==> src/rtl/path_job_sequencer.sv <==
// Path-planning job sequencer: accept SP/EP, pulse CPU reset, wait for result, stream nine path words.
// Optional RUN-state watchdog enabled by defining PATH_TIMEOUT_EN.
module path_job_sequencer #(
  parameter int unsigned RST_HOLD       = 4,
  parameter int unsigned TIMEOUT_CYCLES = 1000000
) (
  input  logic         clk_50M,
  input  logic         rst,
  input  logic         req_valid,
  output logic         req_ready,
  input  logic [4:0]   req_sp,
  input  logic [4:0]   req_ep,
  output logic         cpu_rst,
  output logic [4:0]   cpu_sp,
  output logic [4:0]   cpu_ep,
  input  logic         cpu_path_found,
  input  logic [287:0] cpu_path_flat,
  output logic         resp_valid,
  input  logic         resp_ready,
  output logic [31:0]  resp_word,
  output logic [3:0]   resp_idx,
  output logic         resp_last,
  output logic         resp_timeout
);

  typedef enum logic [2:0] {
    ST_IDLE,
    ST_LOAD,
    ST_RUN,
    ST_CAPTURE,
    ST_SEND
  } state_t;

  localparam logic [3:0] LOAD_LAST = 4'(RST_HOLD - 1);

  state_t      state_q, state_d;
  logic        req_ready_q, req_ready_d;
  logic        cpu_rst_q, cpu_rst_d;
  logic [4:0]  cpu_sp_q, cpu_sp_d;
  logic [4:0]  cpu_ep_q, cpu_ep_d;
  logic        resp_valid_q, resp_valid_d;
  logic [31:0] resp_word_q, resp_word_d;
  logic [3:0]  resp_idx_q, resp_idx_d;
  logic        resp_last_q, resp_last_d;
  logic        resp_timeout_q, resp_timeout_d;
  logic [3:0]  load_cnt_q, load_cnt_d;
  logic        run_first_q, run_first_d;
  logic [31:0] path_buf_q [9];
  logic [31:0] path_buf_d [9];
  logic [3:0]  idx_nxt;

`ifdef PATH_TIMEOUT_EN
  localparam logic [23:0] TMO_LAST = 24'(TIMEOUT_CYCLES - 1);
  logic [23:0] tmo_cnt_q, tmo_cnt_d;
`else
  // Watchdog limit has no meaning in this build.
  logic unused_tmo;
  assign unused_tmo = ^TIMEOUT_CYCLES;
`endif

  assign idx_nxt = resp_idx_q + 4'd1;

  always_comb begin
    state_d        = state_q;
    req_ready_d    = req_ready_q;
    cpu_rst_d      = cpu_rst_q;
    cpu_sp_d       = cpu_sp_q;
    cpu_ep_d       = cpu_ep_q;
    resp_valid_d   = resp_valid_q;
    resp_word_d    = resp_word_q;
    resp_idx_d     = resp_idx_q;
    resp_last_d    = resp_last_q;
    resp_timeout_d = resp_timeout_q;
    load_cnt_d     = load_cnt_q;
    run_first_d    = run_first_q;
    path_buf_d     = path_buf_q;
`ifdef PATH_TIMEOUT_EN
    tmo_cnt_d      = tmo_cnt_q;
`endif

    case (state_q)
      ST_IDLE: begin
        if (req_valid && req_ready_q) begin
          state_d     = ST_LOAD;
          req_ready_d = 1'b0;
          cpu_sp_d    = req_sp;
          cpu_ep_d    = req_ep;
          load_cnt_d  = 4'd0;
        end
      end

      ST_LOAD: begin
        if (load_cnt_q == LOAD_LAST) begin
          state_d     = ST_RUN;
          cpu_rst_d   = 1'b0;
          run_first_d = 1'b1;
`ifdef PATH_TIMEOUT_EN
          tmo_cnt_d   = 24'd0;
`endif
        end else begin
          load_cnt_d = load_cnt_q + 4'd1;
        end
      end

      // First RUN cycle is a settle cycle for the freshly released CPU.
      ST_RUN: begin
        run_first_d = 1'b0;
`ifdef PATH_TIMEOUT_EN
        tmo_cnt_d   = tmo_cnt_q + 24'd1;
`endif
        if (!run_first_q && cpu_path_found) begin
          state_d        = ST_CAPTURE;
          resp_timeout_d = 1'b0;
        end
`ifdef PATH_TIMEOUT_EN
        else if (tmo_cnt_q == TMO_LAST) begin
          state_d        = ST_CAPTURE;
          resp_timeout_d = 1'b1;
        end
`endif
      end

      ST_CAPTURE: begin
        for (int i = 0; i < 9; i++) begin
          path_buf_d[i] = resp_timeout_q ? 32'd0 : cpu_path_flat[32*i +: 32];
        end
        state_d      = ST_SEND;
        resp_valid_d = 1'b1;
        resp_idx_d   = 4'd0;
        resp_last_d  = 1'b0;
        resp_word_d  = resp_timeout_q ? 32'd0 : cpu_path_flat[31:0];
      end

      ST_SEND: begin
        if (resp_ready) begin
          if (resp_last_q) begin
            state_d      = ST_IDLE;
            resp_valid_d = 1'b0;
            resp_last_d  = 1'b0;
            resp_idx_d   = 4'd0;
            req_ready_d  = 1'b1;
            cpu_rst_d    = 1'b1;
          end else begin
            resp_idx_d  = idx_nxt;
            resp_word_d = path_buf_q[idx_nxt];
            resp_last_d = (idx_nxt == 4'd8);
          end
        end
      end

      default: begin
        state_d     = ST_IDLE;
        req_ready_d = 1'b1;
        cpu_rst_d   = 1'b1;
      end
    endcase
  end

  always_ff @(posedge clk_50M) begin
    if (rst) begin
      state_q        <= ST_IDLE;
      req_ready_q    <= 1'b1;
      cpu_rst_q      <= 1'b1;
      cpu_sp_q       <= 5'd0;
      cpu_ep_q       <= 5'd0;
      resp_valid_q   <= 1'b0;
      resp_word_q    <= 32'd0;
      resp_idx_q     <= 4'd0;
      resp_last_q    <= 1'b0;
      resp_timeout_q <= 1'b0;
      load_cnt_q     <= 4'd0;
      run_first_q    <= 1'b0;
      for (int i = 0; i < 9; i++) begin
        path_buf_q[i] <= 32'd0;
      end
`ifdef PATH_TIMEOUT_EN
      tmo_cnt_q      <= 24'd0;
`endif
    end else begin
      state_q        <= state_d;
      req_ready_q    <= req_ready_d;
      cpu_rst_q      <= cpu_rst_d;
      cpu_sp_q       <= cpu_sp_d;
      cpu_ep_q       <= cpu_ep_d;
      resp_valid_q   <= resp_valid_d;
      resp_word_q    <= resp_word_d;
      resp_idx_q     <= resp_idx_d;
      resp_last_q    <= resp_last_d;
      resp_timeout_q <= resp_timeout_d;
      load_cnt_q     <= load_cnt_d;
      run_first_q    <= run_first_d;
      path_buf_q     <= path_buf_d;
`ifdef PATH_TIMEOUT_EN
      tmo_cnt_q      <= tmo_cnt_d;
`endif
    end
  end

  assign req_ready    = req_ready_q;
  assign cpu_rst      = cpu_rst_q;
  assign cpu_sp       = cpu_sp_q;
  assign cpu_ep       = cpu_ep_q;
  assign resp_valid   = resp_valid_q;
  assign resp_word    = resp_word_q;
  assign resp_idx     = resp_idx_q;
  assign resp_last    = resp_last_q;
  assign resp_timeout = resp_timeout_q;

endmodule

==> config.mk <==
export PLATFORM = sky130hd
export DESIGN_NAME = path_job_sequencer
export DESIGN_NICKNAME = d
export VERILOG_FILES = /design/src/rtl/path_job_sequencer.sv
export SDC_FILE = /design/constraint.sdc
export NUM_CORES = 1
export LEC_CHECK = 0
export BUFFER_PORTS_ARGS = -buffer_cell sky130_fd_sc_hd__buf_2
export CORE_ASPECT_RATIO = 1.75
export CORE_UTILIZATION = 49
export CTS_CLUSTER_SIZE = 12
export DETAILED_ROUTE_END_ITERATION = 12
export GPL_TIMING_DRIVEN = 0
export PLACE_DENSITY = 0.79
export SYNTH_ARGS = -nofsm -noshare
export SYNTH_HDL_FRONTEND = slang
export SYNTH_SLANG_ARGS = --single-unit
==> constraint.sdc <==
create_clock -name clk_50M -period 2 [get_ports clk_50M]
set_input_delay 0.4 -clock clk_50M [delete_from_list [all_inputs] [get_ports clk_50M]]
set_output_delay 0.4 -clock clk_50M [all_outputs]
set_load 0.03 [all_outputs]
* After elaboration in Yosys (flattened, before gate mapping)
Index checks and enable logic that the tools add are counted.
** Cells by class
- Magnitude comparators :: 1
- Bitwise logic cells :: 3
- Muxes and demuxes :: 32
- Reduce and logical (&&, ||, !) cells :: 18
- $add $sub $neg :: 2
- Equality and inequality tests :: 13
** Operator list (number)
- $bmux W32 S4 :: 1
- $mux W32 :: 4
- $pmux W32 S2 :: 1
- $mux W4 :: 4
- $pmux W4 S2 :: 2
- $mux W3 :: 5
- $pmux W3 S5 :: 1
- $ne A2 B2 Y1 const B :: 7
- $mux W1 :: 9
- $reduce_and A3 Y1 :: 3
- $add A4 B1 Y4 const B :: 2
- $reduce_and A4 Y1 :: 2
- $eq A3 B2 Y1 const B :: 2
- $pmux W1 S2 :: 3
- $pmux W1 S3 :: 2
- $reduce_and A2 Y1 :: 3
- $reduce_bool A2 Y1 :: 3
- $reduce_or A3 Y1 :: 2
- $ge A5 B5 Y1 const B :: 1
- $not A4 Y5 :: 1
- $reduce_and A5 Y1 :: 1
- $eq A4 B2 Y1 const B :: 1
- $eq A4 B4 Y1 const B :: 1
- $eq A3 B1 Y1 const B :: 1
- 5 further kinds :: 7
** Storage, ports and cells
- Word-level logic and storage cells :: 89
- Register bits :: 346

* Depth between registers and ports, before layout
- Word-level depth :: 8
- Mapped depth :: 8
- Gate-level depth less buffers :: 6

* Worst setup path before layout
No wires, ideal clock.
- Kind :: register to register
- Start :: reg resp_idx_q[1] (netlist: resp_idx[1])
- End :: reg resp_word_q[22] (netlist: resp_word[22])
- Slack :: -187 ps
- Data arrival time :: 2035 ps
- Stages on the path, launching flop included :: 8
- Required time :: 1848 ps
- Cells stage by stage :: dfxtp_1 ha_1 buf_4 buf_2 buf_2 mux4_2 a22oi_1 a221oi_2
** Between the ends
- Cells in the longest elaborated chain, start to end :: 8
** RTL lines
- start, declared :: RTL line 43 : logic [3:0] resp_idx_q, resp_idx_d;
- start signal, assigned :: RTL line 187 : resp_idx_q <= resp_idx_d;
- $add A4 B1 Y4 :: RTL line 61 : assign idx_nxt = resp_idx_q + 4'd1;
- $not A4 Y5 (not written as such) :: RTL line 145 : resp_word_d = path_buf_q[idx_nxt];
- $bmux W32 S4 :: RTL line 145
- $mux W32 (not written as such) (2 in a row) :: RTL line 145
- $mux W32 :: RTL line 136 : if (resp_last_q) begin
- $mux W32 :: RTL line 135 : if (resp_ready) begin
- $pmux W32 S2 :: RTL line 81 : case (state_q)
- end signal, assigned :: RTL line 186 : resp_word_q <= resp_word_d;
- end, declared :: RTL line 42 : logic [31:0] resp_word_q, resp_word_d;
Every way passes these cells. The select of a mux whose other input is x is not followed.
A chain may end at the register's enable or synchronous reset.

* Worst setup path in the final report
- Start :: reg resp_idx_q[1] (netlist: resp_idx[1])
- End :: reg resp_word_q[28] (netlist: resp_word[28])
Same word-level chain as after synthesis.

==> flow_metrics.env <==
export IMPL_grt_overflow_total=0
export IMPL_clockRootBuffer="clkbuf_16"
export IMPL_status="finished, violations left"
export IMPL_htree_levels=2
export IMPL_p_per_area_mw_per_mm2=727
export IMPL_wirelength_um=52500
export IMPL_cts_num_sinks=346
export IMPL_p_sw_w=0.00311
export IMPL_antenna_found_initial=5
export IMPL_area_delta_synth_final_pct=26.6
export IMPL_p_comb_share_pct=5.0
export IMPL_grt_max_degree=20
export IMPL_internal_power_w=0.0105
export IMPL_stdcell_count=2533
export IMPL_fmax_mhz=500
export IMPL_finalHoldViolations=0
export IMPL_seq_area_frac_synth_pct=46.7
export IMPL_finalClockSkew_ps=12.9
export IMPL_cp_cell_sequence="ha_4 > buf_12 > buf_12 > buf_12 > mux4_2 > a22oi_2 > a221oi_2"
export IMPL_path_buf_inv=3
export IMPL_cp_max_fo=10
export IMPL_clk_pin_slew_ps=60
export IMPL_clock_latency_ps=540
export IMPL_fill_cells=2536
export IMPL_drtIter0Drc=1023
export IMPL_drt_first_pass_iters=6
export IMPL_irDropWorstVdd_v=0.000677
export IMPL_worstSetupStartpointType="register"
export IMPL_post_route_min_period_ps=2000
export IMPL_drv_cap=0
export IMPL_violations="negative setup slack"
export IMPL_cts_buffer_depth=3
export IMPL_worstPathRequired_ps=2370
export IMPL_die_y_um=232
export IMPL_cp_top_family="buffers and inverters"
export IMPL_ys_warn_count=0
export IMPL_num_vias=14500
export IMPL_hold_class="primary input to register"
export IMPL_io_buffers=351
export IMPL_async_reset_ff_share_pct=0
export IMPL_cpMaxStageDelayCell="dfxtp_4"
export IMPL_placed_area_mm2=0.0171
export IMPL_grt_pass1_vias=14400
export IMPL_synth_edf_count=0
export IMPL_criticalPathCategory="register to register"
export IMPL_start_util_pct=50.2
export IMPL_netlist_area_mm2=0.0148
export IMPL_final_period_utilization_pct=100
export IMPL_synth_cells=1738
export IMPL_cts_tree="done"
export IMPL_dp_cells=2471
export IMPL_slew_headroom_pct=43.3
export IMPL_hpwl_um=40500
export IMPL_worstPathArrival_ps=2370
export IMPL_syn_nets=2044
export IMPL_pre_cts_slack_ps=-466
export IMPL_rows=83
export IMPL_drive_above_1_share_pct=30.5
export IMPL_place_gp_congestion=0.954
export IMPL_final_setup_tns_ps=-1.28
export IMPL_cts_buffers=35
export IMPL_tightestPinTransition_ps=850
export IMPL_cp_common_cell="buf_12"
export IMPL_synth_ff_type="dfxtp_1"
export IMPL_dieArea_mm2=0.0310
export IMPL_core_area_mm2=0.0295
export IMPL_final_nets=2442
export IMPL_ioPinCount=354
export IMPL_die_w_um=133
export IMPL_pwr_share_clk_pct=44.3
export IMPL_drc=0
export IMPL_final_common_cell="nand2_1"
export IMPL_crit_path_max_incr_delay_ps=380
export IMPL_synth_cell_types=46
export IMPL_switching_share_pct=22.8
export IMPL_grt_pass1_wl_um=77500
export IMPL_drv_slew=0
export IMPL_fin_ws_ps=-1.28
export IMPL_via_per_inst=5.71
export IMPL_post_route_cell_area_mm2=0.0188
export IMPL_wl_per_cell_um=20.7
export IMPL_end_kind="register"
export IMPL_grt_setup_unrepaired="true"
export IMPL_ys_ff_latch=346
export IMPL_seqPwrFrac_pct=50.8
export IMPL_antenna_left=0
export IMPL_synth_area_per_cell_um2=8.53
export IMPL_grtUsageTotal_pct=33.3
export IMPL_p_leak_nw=6.74
export IMPL_mostFrequentLayoutCells="636 x nand2_1, 372 x buf_2, 344 x dfxtp_1"
export IMPL_setup_violations=1
[cell families (layout without fill, tap and decap cells)]
family                     Yosys count  in the layout  synth area share [%]
AOI/OAI and AO/OA                  457            457                  19.5
xor gates and xnor gates             3              3                 0.177
adders and majority gates            3              3                 0.253
buffers and inverters              151            559                  4.75
DFF                                346            346                  46.7
muxes                               65             65                  9.80
other                                1              6                0.0253
and+or+nand+nor                    712            712                  18.8
[through the flow]
stage / hold WS, ps / power [W] / util [%]
2_1_floorplan: 433 / 0.00728 / -
3_3_place_gp: 438 / 0.00774 / 57.8
3_5_place_dp: 445 / 0.00774 / 57.8
4_1_cts: 83.9 / 0.0137 / 62.3
5_1_grt: 102 / 0.0140 / 63.6
6_report: 99.6 / 0.0136 / 63.6
[final cells by class]
class | count | area [µm²] | area share (%)
sequential | 346 | 6930 | 37.0
buffer | 146 | 952 | 5.08
clock inverter | 3 | 26.3 | 0.140
tap | 382 | 478 | 2.55
clock buffer | 44 | 960 | 5.12
timing repair buffer | 364 | 1940 | 10.3
antenna | 5 | 12.5 | 0.0667
multi-input combinational | 1241 | 7450 | 39.7
inverter | 2 | 7.51 | 0.0400
[worst register-to-register path, stage by stage (launching register included)]
cell      delay, ps
dfxtp_4         380
ha_4            360
buf_12          170
buf_12          130
buf_12          130
mux4_2          320
a22oi_2         270
a221oi_2         90
[per-layer routing]
layer | vias to the layer above | wire, µm | track usage (%) | share of wire [%]
met2 | 750 | 27500 | 61.8 | 52
met3 | 208 | 3600 | 3.95 | 6.9
met1 | 6774 | 17400 | 34.3 | 33
met4 | 0 | 3950 | 23.7 | 7.5
li1 | 6729 | - | - | -
met5 | - | 0 | 0 | 0
[worst paths after layout]
check	cells past startpoint	slack [ps]	endpoint	from
max	7	-1	resp_word[28]	resp_idx[1]
min	3	100	path_buf_q[115]	cpu_path_flat[179]
max reg2reg	7	-1	resp_word[28]	resp_idx[1]
min reg2reg	2	450	path_buf_q[93]	path_buf_q[93]
[repair_timing]
action / CTS / global route
hold buffers: 0 / 0
setup endpoints to repair: 325 / 253
gates cloned: 1 / 3
gates resized for setup: 85 / 87
setup buffers: 4 / 5
pin swaps: 7 / 8
[flip-flops by register name, indices dropped and copies added (netlist names)]
| name | count |
|---|---|
| cpu_ep | 5 |
| cpu_rst | 1 |
| cpu_sp | 5 |
| load_cnt_q | 4 |
| path_buf_q | 288 |
| req_ready | 1 |
| resp_idx | 4 |
| resp_last | 1 |
| resp_valid | 1 |
| resp_word | 32 |
| run_first_q | 1 |
| state_q | 3 |
[power by group through the flow]
stage	combinational, W	sequential, W	clock (W)
3_3_place_gp	0.000660	0.00708	0
6_report	0.000679	0.00692	0.00604
3_5_place_dp	0.000662	0.00708	0
5_1_grt	0.000716	0.00692	0.00634
4_1_cts	0.000667	0.00693	0.00607
2_1_floorplan	0.000173	0.00711	0
[synth_stat cells (2+ instances only)]
cell	n	area share [%]
nand2_1	637	16
dfxtp_1	346	47
a21oi_1	309	10
clkbuf_1	91	2.3
mux4_2	64	9.7
nor2_1	46	1.2
buf_2	35	1.2
a22oi_1	33	1.7
a221oi_2	30	3.0
o21ai_1	30	1.0
a2bb2oi_1	26	1.5
buf_4	9	0.46
buf_6	8	0.61
o21ai_0	7	0.24
a2bb2oi_2	6	0.61
buf_1	6	0.15
nand2b_1	6	0.25
nand3_1	4	0.14
nor3_1	4	0.14
a211oi_1	3	0.15
and2_1	3	0.13
ha_1	3	0.25
a221oi_1	2	0.12
and3b_1	2	0.12
inv_1	2	0.051
nand3b_1	2	0.10
nand4_1	2	0.084
o21a_1	2	0.10
o21bai_1	2	0.10
xor2_1	2	0.12
No activity file was read; power rests on OpenSTA's default activity.
